[src/rtl/dma_pkg.sv]
// Shared DMA types: descriptor, error report, read-request beat and
// read-streamer state encoding, plus the AXI size helper.
`timescale 1ns/1ps
package dma_pkg;

    localparam int DMA_ADDR_W      = 32;
    localparam int DMA_LEN_W       = 32;
    localparam int DMA_4K_BOUNDARY = 4096;

    typedef enum logic [1:0] {
        DMA_ERR_SRC_NONE = 2'd0,
        DMA_ERR_SRC_RD   = 2'd1,
        DMA_ERR_SRC_WR   = 2'd2
    } dma_err_src_t;

    typedef struct packed {
        logic [DMA_ADDR_W-1:0] src_addr;
        logic [DMA_ADDR_W-1:0] dst_addr;
        logic [DMA_LEN_W-1:0]  num_bytes;
    } s_dma_desc_t;

    typedef struct packed {
        logic                  valid;
        dma_err_src_t          src;
        logic [DMA_ADDR_W-1:0] addr;
    } s_dma_error_t;

    typedef struct packed {
        logic [DMA_ADDR_W-1:0] addr;
        logic [7:0]            len;
        logic [2:0]            size;
    } s_dma_rd_req_t;

    typedef enum logic [2:0] {
        RD_IDLE = 3'd0,
        RD_CALC = 3'd1,
        RD_REQ  = 3'd2,
        RD_FIN  = 3'd3,
        RD_WAIT = 3'd4
    } rd_state_t;

    // AXI AxSIZE encoding for a given number of bytes per beat.
    function automatic logic [2:0] axi_size(input int bpb);
        return 3'($clog2(bpb));
    endfunction

endpackage

[src/rtl/dma_rd_streamer_if.sv]
// Burst read-request channel between the read streamer and the AXI
// read-address front end.
`timescale 1ns/1ps
interface dma_rd_streamer_if #(
    parameter int ADDR_W = 32
);
    logic              rd_req_valid;
    logic              rd_req_ready;
    logic [ADDR_W-1:0] rd_req_addr;
    logic [7:0]        rd_req_len;
    logic [2:0]        rd_req_size;

    modport master (
        output rd_req_valid,
        output rd_req_addr,
        output rd_req_len,
        output rd_req_size,
        input  rd_req_ready
    );

    modport slave (
        input  rd_req_valid,
        input  rd_req_addr,
        input  rd_req_len,
        input  rd_req_size,
        output rd_req_ready
    );
endinterface

[src/rtl/dma_burst_calc.sv]
// Combinational burst sizing: the next burst is the smallest of the beats
// still owed, the burst cap, and the beats left before the next 4 KiB page.
// Address is assumed beat-aligned. Shared with the write streamer.
`timescale 1ns/1ps
module dma_burst_calc
    import dma_pkg::*;
#(
    parameter int BPB       = 8,
    parameter int MAX_BEATS = 16,
    parameter int CNT_W     = 32
) (
    input  logic [11:0]      addr_lo_i,
    input  logic [CNT_W-1:0] beats_rem_i,
    output logic [7:0]       len_o
);
    localparam int              OFF_W      = $clog2(BPB);
    localparam logic [12:0]     PAGE_BYTES = 13'(DMA_4K_BOUNDARY);
    localparam logic [CNT_W-1:0] CAP_BEATS = CNT_W'(MAX_BEATS);

    logic [12:0]      room_bytes_s;
    logic [12:0]      room_beats_s;
    logic [CNT_W-1:0] capped_s;
    logic [CNT_W-1:0] beats_s;

    // Minimum of remaining beats, burst cap and room in the current page.
    always_comb begin
        room_bytes_s = PAGE_BYTES - {1'b0, addr_lo_i};
        room_beats_s = room_bytes_s >> OFF_W;
        if (beats_rem_i < CAP_BEATS) begin
            capped_s = beats_rem_i;
        end else begin
            capped_s = CAP_BEATS;
        end
        if (CNT_W'(room_beats_s) < capped_s) begin
            beats_s = CNT_W'(room_beats_s);
        end else begin
            beats_s = capped_s;
        end
        len_o = 8'(beats_s - CNT_W'(1));
    end
endmodule

[src/rtl/dma_rd_streamer.sv]
// Read-side streamer: splits the active descriptor's source region into
// AXI INCR read bursts and reports done/error back to the DMA control FSM.
`timescale 1ns/1ps
module dma_rd_streamer
    import dma_pkg::*;
#(
    parameter int ADDR_W    = 32,
    parameter int DATA_W    = 64,
    parameter int MAX_BEATS = 16
) (
    input  logic              clk,
    input  logic              rstn,
    input  logic              dma_stream_rd_valid_i,
    input  s_dma_desc_t       dma_desc_i,
    output logic              dma_stream_rd_done_o,
    output s_dma_error_t      dma_stream_rd_err_o,
    dma_rd_streamer_if.master rd_req
);
    localparam int BPB   = DATA_W / 8;
    localparam int OFF_W = $clog2(BPB);
    localparam int CNT_W = DMA_LEN_W;
    localparam logic [2:0]            RD_SIZE    = axi_size(BPB);
    localparam logic [DMA_ADDR_W-1:0] ADDR_ALIGN = DMA_ADDR_W'(BPB - 1);
    localparam logic [CNT_W-1:0]      LEN_ALIGN  = CNT_W'(BPB - 1);

    rd_state_t         state_q;
    logic [ADDR_W-1:0] addr_q;
    logic [CNT_W-1:0]  beats_q;
    logic [7:0]        len_q;
    logic              req_valid_q;
    logic              done_q;
    s_dma_error_t      err_q;

    logic [7:0]        calc_len_s;
    logic [CNT_W-1:0]  burst_beats_s;
    logic [ADDR_W-1:0] addr_d;
    logic [CNT_W-1:0]  beats_d;
    logic              desc_zero_s;
    logic              desc_misaligned_s;
    s_dma_rd_req_t     req_s;
    logic              unused_desc_s;

    // Destination address belongs to the write side.
    assign unused_desc_s = ^dma_desc_i.dst_addr;

    dma_burst_calc #(
        .BPB       (BPB),
        .MAX_BEATS (MAX_BEATS),
        .CNT_W     (CNT_W)
    ) u_burst_calc (
        .addr_lo_i   (addr_q[11:0]),
        .beats_rem_i (beats_q),
        .len_o       (calc_len_s)
    );

    // Descriptor qualification and post-handshake address/beat bookkeeping.
    always_comb begin
        desc_zero_s       = (dma_desc_i.num_bytes == '0);
        desc_misaligned_s = ((dma_desc_i.src_addr & ADDR_ALIGN) != '0) ||
                            ((dma_desc_i.num_bytes & LEN_ALIGN) != '0);
        burst_beats_s     = CNT_W'(len_q) + CNT_W'(1);
        addr_d            = addr_q + (ADDR_W'(burst_beats_s) << OFF_W);
        beats_d           = beats_q - burst_beats_s;
    end

    // Burst-splitting FSM with registered request, done and error outputs.
    always_ff @(posedge clk or negedge rstn) begin
        if (!rstn) begin
            state_q     <= RD_IDLE;
            addr_q      <= '0;
            beats_q     <= '0;
            len_q       <= 8'd0;
            req_valid_q <= 1'b0;
            done_q      <= 1'b0;
            err_q       <= '0;
        end else begin
            case (state_q)
                RD_IDLE: begin
                    done_q      <= 1'b0;
                    err_q       <= '0;
                    req_valid_q <= 1'b0;
                    if (dma_stream_rd_valid_i) begin
                        addr_q  <= ADDR_W'(dma_desc_i.src_addr);
                        beats_q <= dma_desc_i.num_bytes >> OFF_W;
                        if (desc_zero_s) begin
                            state_q <= RD_FIN;
                            done_q  <= 1'b1;
                        end else if (desc_misaligned_s) begin
                            state_q     <= RD_FIN;
                            done_q      <= 1'b1;
                            err_q.valid <= 1'b1;
                            err_q.src   <= DMA_ERR_SRC_RD;
                            err_q.addr  <= dma_desc_i.src_addr;
                        end else begin
                            state_q <= RD_CALC;
                        end
                    end
                end
                RD_CALC: begin
                    if (dma_stream_rd_valid_i) begin
                        len_q       <= calc_len_s;
                        req_valid_q <= 1'b1;
                        state_q     <= RD_REQ;
                    end else begin
                        // Request withdrawn between bursts: wrap up cleanly.
                        done_q  <= 1'b1;
                        state_q <= RD_FIN;
                    end
                end
                RD_REQ: begin
                    if (rd_req.rd_req_ready) begin
                        req_valid_q <= 1'b0;
                        addr_q      <= addr_d;
                        beats_q     <= beats_d;
                        if ((beats_d == '0) || !dma_stream_rd_valid_i) begin
                            done_q  <= 1'b1;
                            state_q <= RD_FIN;
                        end else begin
                            state_q <= RD_CALC;
                        end
                    end
                end
                RD_FIN: begin
                    done_q  <= 1'b0;
                    err_q   <= '0;
                    state_q <= RD_WAIT;
                end
                RD_WAIT: begin
                    // Hold off until the control FSM withdraws its request.
                    if (!dma_stream_rd_valid_i) begin
                        state_q <= RD_IDLE;
                    end
                end
                default: begin
                    state_q     <= RD_IDLE;
                    req_valid_q <= 1'b0;
                    done_q      <= 1'b0;
                    err_q       <= '0;
                end
            endcase
        end
    end

    assign req_s.addr  = DMA_ADDR_W'(addr_q);
    assign req_s.len   = len_q;
    assign req_s.size  = RD_SIZE;

    assign rd_req.rd_req_valid  = req_valid_q;
    assign rd_req.rd_req_addr   = ADDR_W'(req_s.addr);
    assign rd_req.rd_req_len    = req_s.len;
    assign rd_req.rd_req_size   = req_s.size;
    assign dma_stream_rd_done_o = done_q;
    assign dma_stream_rd_err_o  = err_q;
endmodule

[src/flat_wrapper.sv]
// flat-port wrapper written by rule: the top's interface ports become plain ports
module dma_rd_streamer_flat import dma_pkg::*;
#(
    parameter int ADDR_W    = 32,
    parameter int DATA_W    = 64,
    parameter int MAX_BEATS = 16
)
  (clk, rstn, dma_stream_rd_valid_i, dma_desc_i, dma_stream_rd_done_o, dma_stream_rd_err_o, rd_req_rd_req_valid, rd_req_rd_req_addr, rd_req_rd_req_len, rd_req_rd_req_size, rd_req_rd_req_ready);
  dma_rd_streamer_if #(.ADDR_W(ADDR_W)) rd_req_i ();
  input  logic clk;
  input  logic rstn;
  input  logic dma_stream_rd_valid_i;
  input  s_dma_desc_t dma_desc_i;
  output logic dma_stream_rd_done_o;
  output s_dma_error_t dma_stream_rd_err_o;
  output wire logic [$bits(rd_req_i.rd_req_valid)-1:0] rd_req_rd_req_valid;
  output wire logic [$bits(rd_req_i.rd_req_addr)-1:0] rd_req_rd_req_addr;
  output wire logic [$bits(rd_req_i.rd_req_len)-1:0] rd_req_rd_req_len;
  output wire logic [$bits(rd_req_i.rd_req_size)-1:0] rd_req_rd_req_size;
  input wire logic [$bits(rd_req_i.rd_req_ready)-1:0] rd_req_rd_req_ready;
  assign rd_req_rd_req_valid = rd_req_i.rd_req_valid;
  assign rd_req_rd_req_addr = rd_req_i.rd_req_addr;
  assign rd_req_rd_req_len = rd_req_i.rd_req_len;
  assign rd_req_rd_req_size = rd_req_i.rd_req_size;
  assign rd_req_i.rd_req_ready = rd_req_rd_req_ready;
  dma_rd_streamer #(.ADDR_W(ADDR_W), .DATA_W(DATA_W), .MAX_BEATS(MAX_BEATS)) u_core (.clk(clk), .rstn(rstn), .dma_stream_rd_valid_i(dma_stream_rd_valid_i), .dma_desc_i(dma_desc_i), .dma_stream_rd_done_o(dma_stream_rd_done_o), .dma_stream_rd_err_o(dma_stream_rd_err_o), .rd_req(rd_req_i));
endmodule
[config.mk]
export PLATFORM = sky130hd
export DESIGN_NAME = dma_rd_streamer_flat
export DESIGN_NICKNAME = d
export VERILOG_FILES = /design/src/rtl/dma_pkg.sv /design/src/rtl/dma_rd_streamer_if.sv /design/src/rtl/dma_burst_calc.sv /design/src/rtl/dma_rd_streamer.sv /design/src/flat_wrapper.sv
export SDC_FILE = /design/constraint.sdc
export NUM_CORES = 1
export LEC_CHECK = 0
export CAP_MARGIN = 20
export CORE_UTILIZATION = 46
export DETAILED_ROUTE_END_ITERATION = 6
export GPL_ROUTABILITY_DRIVEN = 0
export GPL_TIMING_DRIVEN = 0
export PLACE_DENSITY_LB_ADDON = 0.25
export SYNTH_ARGS = -nofsm -noshare
export SYNTH_HDL_FRONTEND = slang
export SYNTH_SLANG_ARGS = --single-unit
[constraint.sdc]
create_clock -name clk -period 5.1 [get_ports clk]
set_input_delay 1.02 -clock clk [delete_from_list [all_inputs] [get_ports clk]]
set_output_delay 1.02 -clock clk [all_outputs]
set_load 0.05 [all_outputs]
---- After elaboration in Yosys (flattened, before gate mapping) ----
Index checks and enable logic that the tools add are counted.
Widths: inputs -> output; s select.
storage, ports and cells
  memories ................................ 0
  bits in latches ......................... 0
  input port bits ......................... 100
  word-level logic and storage cells ...... 74
  memory bits (writable) .................. 0
  register bits after elaboration ......... 112
  output and inout port bits .............. 80
  ROM bits ................................ 0
operators by class
  multiplexer cells ....................... 30
  $lt $le $gt $ge ......................... 2
  reductions and logical operators ........ 16
  multipliers ............................. 0
  shift-type cells ........................ 0
  add/subtract/negate cells ............... 5
  div/mod/pow operators ................... 0
  bitwise logic cells ..................... 2
  equality and inequality tests ........... 10
operator list
  operator                count
  $mux 32                 5
  $pmux 32 s2             2
  $mux 35                 3
  $pmux 35 s2             1
  $logic_not 32->1        2
  $reduce_bool 32->1      2
  $add 32x32->32          1
  $lt 10x32->1            1
  $lt 32x5->1 const B     1
  $sub 32x32->32          1
  $pmux 3 s5              1
  $sub 13x12->13 const A  1
  $mux 3                  4
  $ne 2x2->1 const B      5
  $add 8x1->9 const B     1
  $mux 1                  9
  $reduce_and 3->1        3
  $mux 8                  1
  $sub 8x1->8 const B     1
  $eq 3x2->1 const B      2
  $mux 2                  2
  $pmux 1 s4              1
  $reduce_and 4->1        1
  $eq 3x1->1 const B      1
  11 further kinds        13

---- Longest topological paths before layout ----
Gate-level depths: netlist of run 1.
  depth after elaboration ................. 7
  gate-level depth with buffers ........... 19
  gate-level depth less buffers ........... 17

---- By module ----
From an unflattened synthesis of run 1, not the netlist that was laid out.
unflattened totals
  cell total of the unflattened synthesis .. 922
  area, all modules ....................... 7614.8 um^2
modules (own cells, without submodules)
  module           cells each  times used  area each (um^2)
  dma_rd_streamer  791         1           6744.0
  dma_burst_calc   131         1           870.8

---- Least setup slack after synthesis of run 1 ----
OpenSTA, ideal clock, no wires.
  kind .................................... reg-to-reg
  start ................................... reg u_core.addr_q[3], in the netlist u_core.rd_req.rd_req_addr[3]
  end ..................................... reg u_core.len_q[6], in the netlist u_core.rd_req.rd_req_len[6]
  path slack .............................. 0.452 ns
  cell stages (with the launch flop) ...... 18
  arrival time ............................ 4.582 ns
  period minus slack after synthesis ...... 4.648 ns
  buffers on the path ..................... 1
  setup time .............................. 0.066 ns
  cells stage by stage .................... dfrtp_1 -> or4_1 -> nor4_2 -> nor2b_1 -> nand2b_1 -> nor4_1 -> nor2_1 -> ha_1 -> o21ai_0 -> a211o_1 -> o221ai_2 -> buf_2 -> a31oi_1 -> ha_1 -> and3_1 -> a211o_1 -> a2111oi_0 -> a211o_1
between the ends
  cells in the longest elaborated chain, start to end .. 4
ends and longest elaborated chain
  element                 line                    text
  start, declared         dma_rd_streamer.sv:27   logic [ADDR_W-1:0] addr_q;
  start signal, assigned  dma_rd_streamer.sv:83   addr_q <= ADDR_W'(dma_desc_i.src_addr);
  start signal, assigned  dma_rd_streamer.sv:113  addr_q <= addr_d;
  $sub 13x12->13 (*)      dma_burst_calc.sv:27    room_bytes_s = PAGE_BYTES - {1'b0, addr_lo_i};
  $lt 10x32->1            dma_burst_calc.sv:34    if (CNT_W'(room_beats_s) < capped_s) begin
  $mux 8 (*)              dma_burst_calc.sv:34
  $sub 8x1->8 (*)         dma_burst_calc.sv:39    len_o = 8'(beats_s - CNT_W'(1));
  end signal, assigned    dma_rd_streamer.sv:101  len_q <= calc_len_s;
  end, declared           dma_rd_streamer.sv:29   logic [7:0] len_q;
Mark *: on every way between the ends. The rest lies on a longest branch, timed or not.
A chain may end at the register's enable or synchronous reset.

---- Worst setup path after layout of run 1 ----
  start ................................... reg u_core.beats_q[24]
  end ..................................... reg u_core.len_q[6], in the netlist u_core.rd_req.rd_req_len[6]
between the ends
  cells in the longest elaborated chain, start to end .. 5
ends and longest elaborated chain
  element                 line                    text
  start, declared         dma_rd_streamer.sv:28   logic [CNT_W-1:0] beats_q;
  start signal, assigned  dma_rd_streamer.sv:84   beats_q <= dma_desc_i.num_bytes >> OFF_W;
  start signal, assigned  dma_rd_streamer.sv:114  beats_q <= beats_d;
  $lt 32x5->1             dma_burst_calc.sv:29    if (beats_rem_i < CAP_BEATS) begin
  $mux 32 (*)             dma_burst_calc.sv:29
  $lt 10x32->1            dma_burst_calc.sv:34
  $mux 8 (*)              dma_burst_calc.sv:34
  $sub 8x1->8 (*)         dma_burst_calc.sv:39
Marked as above.

==> results_dict.tcl, run 1 <==
set metrics [dict create \
    outcome "finished, final reports clean" \
    groute.usage.overall 0.311 \
    finish.utilization 0.605 \
    synthDistinctLibCells 73 \
    postSynthRegisterBits 110 \
    internal_power_mw 3.50 \
    clock_sink_count 110 \
    cp_num_buf_inv 3 \
    worst-path-max-fanout 10 \
    r2r.worst_path.cells 19 \
    placeableCoreArea_um2 15900 \
    detail_route.first_pass.iterations 5 \
    async_flop_share 1.00 \
    grt_pass1_wl_um 39600 \
    layout_min_cycle_time_ps 4890 \
    stdcell_area_um2 9620 \
    floorplan.die.width_um 130 \
    dieArea_um2 16800 \
    post_route_cells_drive_above_1_share 0.0497 \
    hold_viol 0 \
    floorplan.io_pins 180 \
    placement.setup.worst_slack_ps -251 \
    slowest_stage "sky130_fd_sc_hd__or4b_4" \
    clockPowerShare 0.089 \
    drt-vias-per-instance 6.11 \
    synth_edf_count 0 \
    overflow 0 \
    worst_path_dominant_cell_family "compound AO/OA/AOI/OAI gates" \
    mostFrequentLayoutCell "sky130_fd_sc_hd__clkdlybuf4s50_1" \
    grt_start_max_net_pins 94 \
    setup_ws_ps 207 \
    chipHeight_um 130 \
    via_count 7837 \
    routed_wire_length_per_instance_um 19.8 \
    clk_transition_reported_paths_ps 80 \
    finalNetCount 1192 \
    critical_path_class "reg2reg" \
    endpoint_kind "register" \
    ctsRootBufferMaster "sky130_fd_sc_hd__clkbuf_16" \
    drc_errors 0 \
    post_synth_instance_area_um2 7500 \
    period_share 0.959 \
    switching_power_mw 4.35 \
    dominant_register_cell_in_the_synthesized_netlist "sky130_fd_sc_hd__dfrtp_1" \
    htree_num_levels 3 \
    synth_warnings 0 \
    dpl_cell_area_um2 9250 \
    drt_iter0_drc 713 \
    vdd_ir_drop_max_v 0.000456 \
    worst_ep_required_time_ps 5400 \
    synth.yosys.seq_area_share 0.367 \
    swShare 0.555 \
    dp.final_hpwl_um 19100 \
    synth_cells 900 \
    most-common-layout-cells "141 x sky130_fd_sc_hd__clkdlybuf4s50_1, 109 x sky130_fd_sc_hd__dfrtp_1, 95 x sky130_fd_sc_hd__nor2_1, 94 x sky130_fd_sc_hd__nand2_1, 64 x sky130_fd_sc_hd__a21oi_1" \
    max_clock_freq_ghz 0.204 \
    route.final.wire_length_um 25400 \
    worst_path_most_repeated_cell "sky130_fd_sc_hd__a211o_1" \
    numPortBuffers 142 \
    synthesis.area_per_instance_um2 8.33 \
    number_of_global_route_vias_before_repair 7469 \
    slowest_stage_delay_cp_ps 610 \
    timing.final.setup_violations 0 \
    core.rowCount 46 \
    worst_skew_pair_later_pin_latency_ps 370 \
    cts.repair_timing.setup_buffer_count 0 \
    starting_utilization_of_the_core_area 0.472 \
    worst_clk_skew_ps 8.16 \
    timing.critical_path.cells "or3_1 > clkbuf_1 > or4b_4 > nor3_4 > buf_6 > nand2_1 > ha_1 > o21a_1 > o21ai_0 > a211o_1 > o221ai_4 > buf_4 > nor2b_1 > a31oi_1 > ha_2 > nor3_1 > a211o_1 > a2111oi_4 > a211o_1" \
    slew_headroom 0.367 \
    initial_antenna_violation_count 0 \
    report.power.total_mw 7.85 \
    ctsLongestPathBuffers 2 \
    slew_viols_final 0 \
    power.sequential.fraction 0.227 \
    cts_tree "built" \
    n_diodes 0 \
    timing.hold.worst.class "in2async" \
    area.growth.synth_to_final_pct 28.2 \
    cp.depth 19 \
    worstSetupStartpointType "register" \
    antenna_violating_nets_post_route 0 \
    cts_buffers 9 \
    critical_path_arrival_ps 5190 \
    power.share.combinational 0.684 \
    pwr_density_cell_nw_per_um2 816 \
    leakagePower_nw 3.86 \
    tightestPinTransition_ps 947 \
    max_cap_violations 0 \
    tns_ps 0 \
]
cells in the mapped netlist (all sizes together) (5+ instances only):
| cell | count | area share |
|---|---|---|
| o21ai | 71 | 0.047 |
| nand2b | 12 | 0.010 |
| ha | 29 | 0.048 |
| inv | 27 | 0.014 |
| nor2 | 95 | 0.048 |
| a21oi | 64 | 0.043 |
| buf | 10 | 0.0090 |
| or2 | 7 | 0.0058 |
| clkbuf | 48 | 0.024 |
| nand4 | 12 | 0.011 |
| nor3b | 6 | 0.0060 |
| and3 | 12 | 0.010 |
| dfrtp | 110 | 0.37 |
| a2111oi | 5 | 0.0067 |
| nor2b | 6 | 0.0050 |
| a32oi | 5 | 0.0058 |
| nor4 | 25 | 0.027 |
| nor3 | 26 | 0.017 |
| xnor2 | 24 | 0.028 |
| or3 | 7 | 0.0058 |
| o22ai | 8 | 0.0067 |
| a21o | 10 | 0.010 |
| nand2 | 94 | 0.047 |
| mux2i | 5 | 0.0067 |
| a211o | 6 | 0.0070 |
| a22o | 32 | 0.037 |
| xor2 | 6 | 0.0070 |
| or4 | 6 | 0.0060 |
| nand3 | 30 | 0.020 |
| a31oi | 15 | 0.013 |
| a211oi | 11 | 0.011 |
| o211ai | 7 | 0.0077 |
| o21a | 8 | 0.0080 |
cell families after synthesis:
group	count (synthesis)	synth area share
other	2	0.00100
buffers and inverters	85	0.0465
xor gates and xnor gates	30	0.0350
DFF	110	0.367
and+or+nand+nor	347	0.229
muxes	6	0.00818
adders and majority gates	31	0.0537
AOI/OAI and AO/OA	289	0.259
state kept, by name (all words and copies together), names as in the netlist:
name	flops
u_core.dma_stream_rd_err_o	33
u_core.rd_req.rd_req_len	8
u_core.state_q	3
u_core.rd_req.rd_req_addr	32
u_core.rd_req.rd_req_valid	1
u_core.dma_stream_rd_done_o	1
u_core.beats_q	32
power by group through the flow:
stage               Clock (mW)  Sequential [mW]  Combinational, mW
floorplan                    0             2.62               2.73
global placement             0             1.76               5.18
detailed placement           0             1.76               5.25
CTS                      0.702             1.76               5.28
global route             0.731             1.84               5.79
finish                   0.699             1.78               5.37
layout make-up:
type,count,area (µm²)
repair buffers,143,1450
multi-input cells,712,4500
plain buffers,58,256
clock inverters,7,57.6
well taps,216,270
inverters,27,101
fillers,1467,6270
clock buffers,9,225
flip-flops and latches,110,2750
worst paths after layout:
| kind | start | to | slack (ps) |
|---|---|---|---|
| hold / removal | rstn | u_core.beats_q[14] | 490 |
| min in group clk | u_core.rd_req.rd_req_addr[31] | u_core.rd_req.rd_req_addr[31] | 500 |
| setup reg to reg | u_core.beats_q[24] | u_core.rd_req.rd_req_len[6] | 210 |
| setup / recovery | u_core.beats_q[24] | u_core.rd_req.rd_req_len[6] | 210 |
| max in group asynchronous | rstn | u_core.beats_q[24] | 3880 |
| hold reg to reg | u_core.rd_req.rd_req_addr[31] | u_core.rd_req.rd_req_addr[31] | 500 |
metal layers:
metal | global-route usage | share of wire
met1 | 0.414 | 0.42
met5 | 0 | 0
met3 | 0.0533 | 0.082
met4 | 0.135 | 0.034
met2 | 0.498 | 0.46
what timing repair did:
item | in CTS | in global routing
hold buffers | 0 | 0
setup endpoints to repair | 1 | 1
gates resized for setup | 5 | 12
pin swaps | 0 | 4
through the flow:
stage / cells / hold slack, ps
after floorplan: 907 / 479
after global placement: 1265 / 485
after detailed placement: 1266 / 482
after CTS: 1282 / 490
after global routing: 1282 / 505
final: 1282 / 488
(Power assumes the default switching activity.)
==> run 2, diff against run 1 <==
Settings changed: CORE_UTILIZATION 46 to 50, PLACE_DENSITY set to 0.8, PLACE_DENSITY_LB_ADDON 0.25 to unset.
==> results_dict.tcl, run 2 (synthesized netlist as in run 1, its figures left out) <==
set metrics [dict create \
    outcome "finished, violations left" \
    violations_in_the_final_reports "design-rule violations" \
    timing.hold.worst.class "reg2reg" \
    critical_path.startpoint "u_core.beats_q[24]" \
    worstSetupStartpointType "register" \
    routedLengthMet1_um 10400 \
    r2r.worst_path.cells 18 \
    ctsRootBufferMaster "sky130_fd_sc_hd__clkbuf_16" \
    endpoint_kind "register" \
    via_count 8040 \
    area.growth.synth_to_final_pct 27.8 \
    post-place-cells 1234 \
    period_share 0.968 \
    slew_headroom 0.229 \
    n_diodes 0 \
    largest_register_ff_count 33 \
    crit_path_capture "u_core.rd_req.rd_req_len[6]" \
    max_cap_violations 0 \
    fill_cells 1232 \
    floorplan.die.width_um 124 \
    mostFrequentLayoutCell "sky130_fd_sc_hd__clkdlybuf4s50_1" \
    floorplan.io_pins 180 \
    antenna_violating_nets_post_route 0 \
    cts_buffers 9 \
    most-common-layout-cells "141 x sky130_fd_sc_hd__clkdlybuf4s50_1, 110 x sky130_fd_sc_hd__dfrtp_1, 95 x sky130_fd_sc_hd__nor2_1, 94 x sky130_fd_sc_hd__nand2_1, 64 x sky130_fd_sc_hd__a21oi_1" \
    worst_skew_pair_later_pin_latency_ps 360 \
    route.final.wire_length_um 25300 \
    post_route_cells_drive_above_1_share 0.0478 \
    grt_pass1_wl_um 40200 \
    worst-r2r-setup-slack_ps 170 \
    dp.final_hpwl_um 18600 \
    drc_errors 1 \
    clk_transition_reported_paths_ps 80 \
    overflow 0 \
    worst-path-max-fanout 10 \
    ctsLongestPathBuffers 2 \
    core.rowCount 44 \
    cts_tree "built" \
    chipHeight_um 124 \
    initial_antenna_violation_count 0 \
    routed_wire_length_per_instance_um 20.2 \
    number_of_global_route_vias_before_repair 7477 \
    htree_num_levels 3 \
    final-instance-count-excl-fill 1252 \
    critical_path_class "reg2reg" \
    vdd_ir_drop_max_v 0.000461 \
    worst_clk_skew_ps 9.91 \
    critical_path_arrival_ps 5230 \
    leakagePower_nw 3.86 \
    setup_ws_ps 165 \
    groute.usage.overall 0.325 \
    placement.setup.worst_slack_ps -94.3 \
    drt_iter0_drc 839 \
    met3RoutedLength_um 2490 \
    finish.utilization 0.657 \
    finalNetCount 1194 \
    worst_hold_slack_ps 499 \
    layout_min_cycle_time_ps 4930 \
    met2_length_um 11300 \
    drt-vias-per-instance 6.42 \
    cts_hold_buf 0 \
    area.sequential_um2 2750 \
    worst_r2r_startpoint "u_core.beats_q[24]" \
    tightestPinTransition_ps 1150 \
    detail_route.first_pass.iterations 7 \
    timing.final.setup_violations 0 \
    hold_viol 0 \
    placeableCoreArea_um2 14600 \
    multi_input_area_um2 4460 \
    grt_start_max_net_pins 72 \
    slew_viols_final 0 \
    clock_sink_count 110 \
    max_clock_freq_ghz 0.203 \
    worst_ep_required_time_ps 5400 \
    numPortBuffers 142 \
    report.power.total_mw 8.00 \
    regToRegEndpoint "u_core.rd_req.rd_req_len[6]" \
    pwr_density_cell_nw_per_um2 835 \
    grt_setup_unrepaired "false" \
    maxUsedRoutingLayer "met4" \
    dieArea_um2 15500 \
    starting_utilization_of_the_core_area 0.514 \
]
==> run 2: cell count changes in the layout (fill, tap and decap cells not counted), moves of 2 or more <==
cell | before | now
sky130_fd_sc_hd__clkinv_4 | 2 | 0
sky130_fd_sc_hd__bufinv_16 | 0 | 2
sky130_fd_sc_hd__buf_4 | 6 | 9
sky130_fd_sc_hd__buf_6 | 3 | 1
==> run 2: worst min path at each step <==
stage / startpoint / to / slack, ps / depth (start not counted)
2_1_floorplan: u_core.beats_q[5] / u_core.beats_q[5] / 480 / 2
3_3_place_gp: u_core.dma_stream_rd_err_o[9] / u_core.dma_stream_rd_err_o[9] / 480 / 1
3_5_place_dp: u_core.dma_stream_rd_err_o[15] / u_core.dma_stream_rd_err_o[15] / 480 / 1
4_1_cts: u_core.dma_stream_rd_err_o[5] / u_core.dma_stream_rd_err_o[5] / 510 / 1
5_1_grt: u_core.dma_stream_rd_err_o[25] / u_core.dma_stream_rd_err_o[25] / 520 / 1
6_report: u_core.dma_stream_rd_err_o[7] / u_core.dma_stream_rd_err_o[7] / 500 / 1
==> run 2: power by group <==
| part | internal, mW | switching, mW | total [mW] |
|---|---|---|---|
| Combinational | 1.89 | 3.55 | 5.44 |
| Sequential | 1.28 | 0.493 | 1.78 |
| Clock | 0.435 | 0.348 | 0.783 |
| Total | 3.61 | 4.39 | 8.00 |
==> run 2: cell type report <==
class,count,share of cell area
Buffer,58,0.0264
Clock buffer,10,0.0239
Clock inverter,6,0.00966
Inverter,27,0.0106
Multi-Input combinational cell,712,0.466
Sequential cell,110,0.287
Tap cell,184,0.0240
Timing Repair Buffer,145,0.153
==> run 2: worst max-delay path, stage by stage, from the launching register on <==
cell and delay [ps]:
sky130_fd_sc_hd__dfrtp_1 480, sky130_fd_sc_hd__or3_1 400, sky130_fd_sc_hd__clkbuf_1 170, sky130_fd_sc_hd__or4b_4 590
sky130_fd_sc_hd__nor3_2 200, sky130_fd_sc_hd__clkbuf_4 250, sky130_fd_sc_hd__nand2_1 90, sky130_fd_sc_hd__ha_1 310
sky130_fd_sc_hd__o21a_1 120, sky130_fd_sc_hd__o21ai_0 100, sky130_fd_sc_hd__a211o_1 340, sky130_fd_sc_hd__o221ai_4 280
sky130_fd_sc_hd__buf_4 230, sky130_fd_sc_hd__a31oi_1 130, sky130_fd_sc_hd__ha_2 230, sky130_fd_sc_hd__and3_1 160
sky130_fd_sc_hd__a211o_1 300, sky130_fd_sc_hd__a2111oi_2 320, sky130_fd_sc_hd__a211o_1 150
==> run 2: routing by layer <==
| layer | track usage | up-vias |
|---|---|---|
| met3 | 0.0782 | 83 |
| met1 | 0.430 | 3838 |
| met5 | 0 | - |
| li1 | - | 3660 |
| met2 | 0.497 | 459 |
| met4 | 0.159 | 0 |
==> run 2: repair_timing <==
item                       CTS  global route
setup endpoints to repair    1             1
resized for setup            4             5
pin swaps                    0             1
buffers inserted             0             2
cloned                       0             0
==> run 2: metrics by stage <==
stage / cell area, µm² / TNS [ps]
finish: 9580 / 0
global route: 9580 / 0
CTS: 9540 / 0
detailed placement: 9200 / -94.3
global placement: 9180 / -142600
floorplan: 7530 / 0
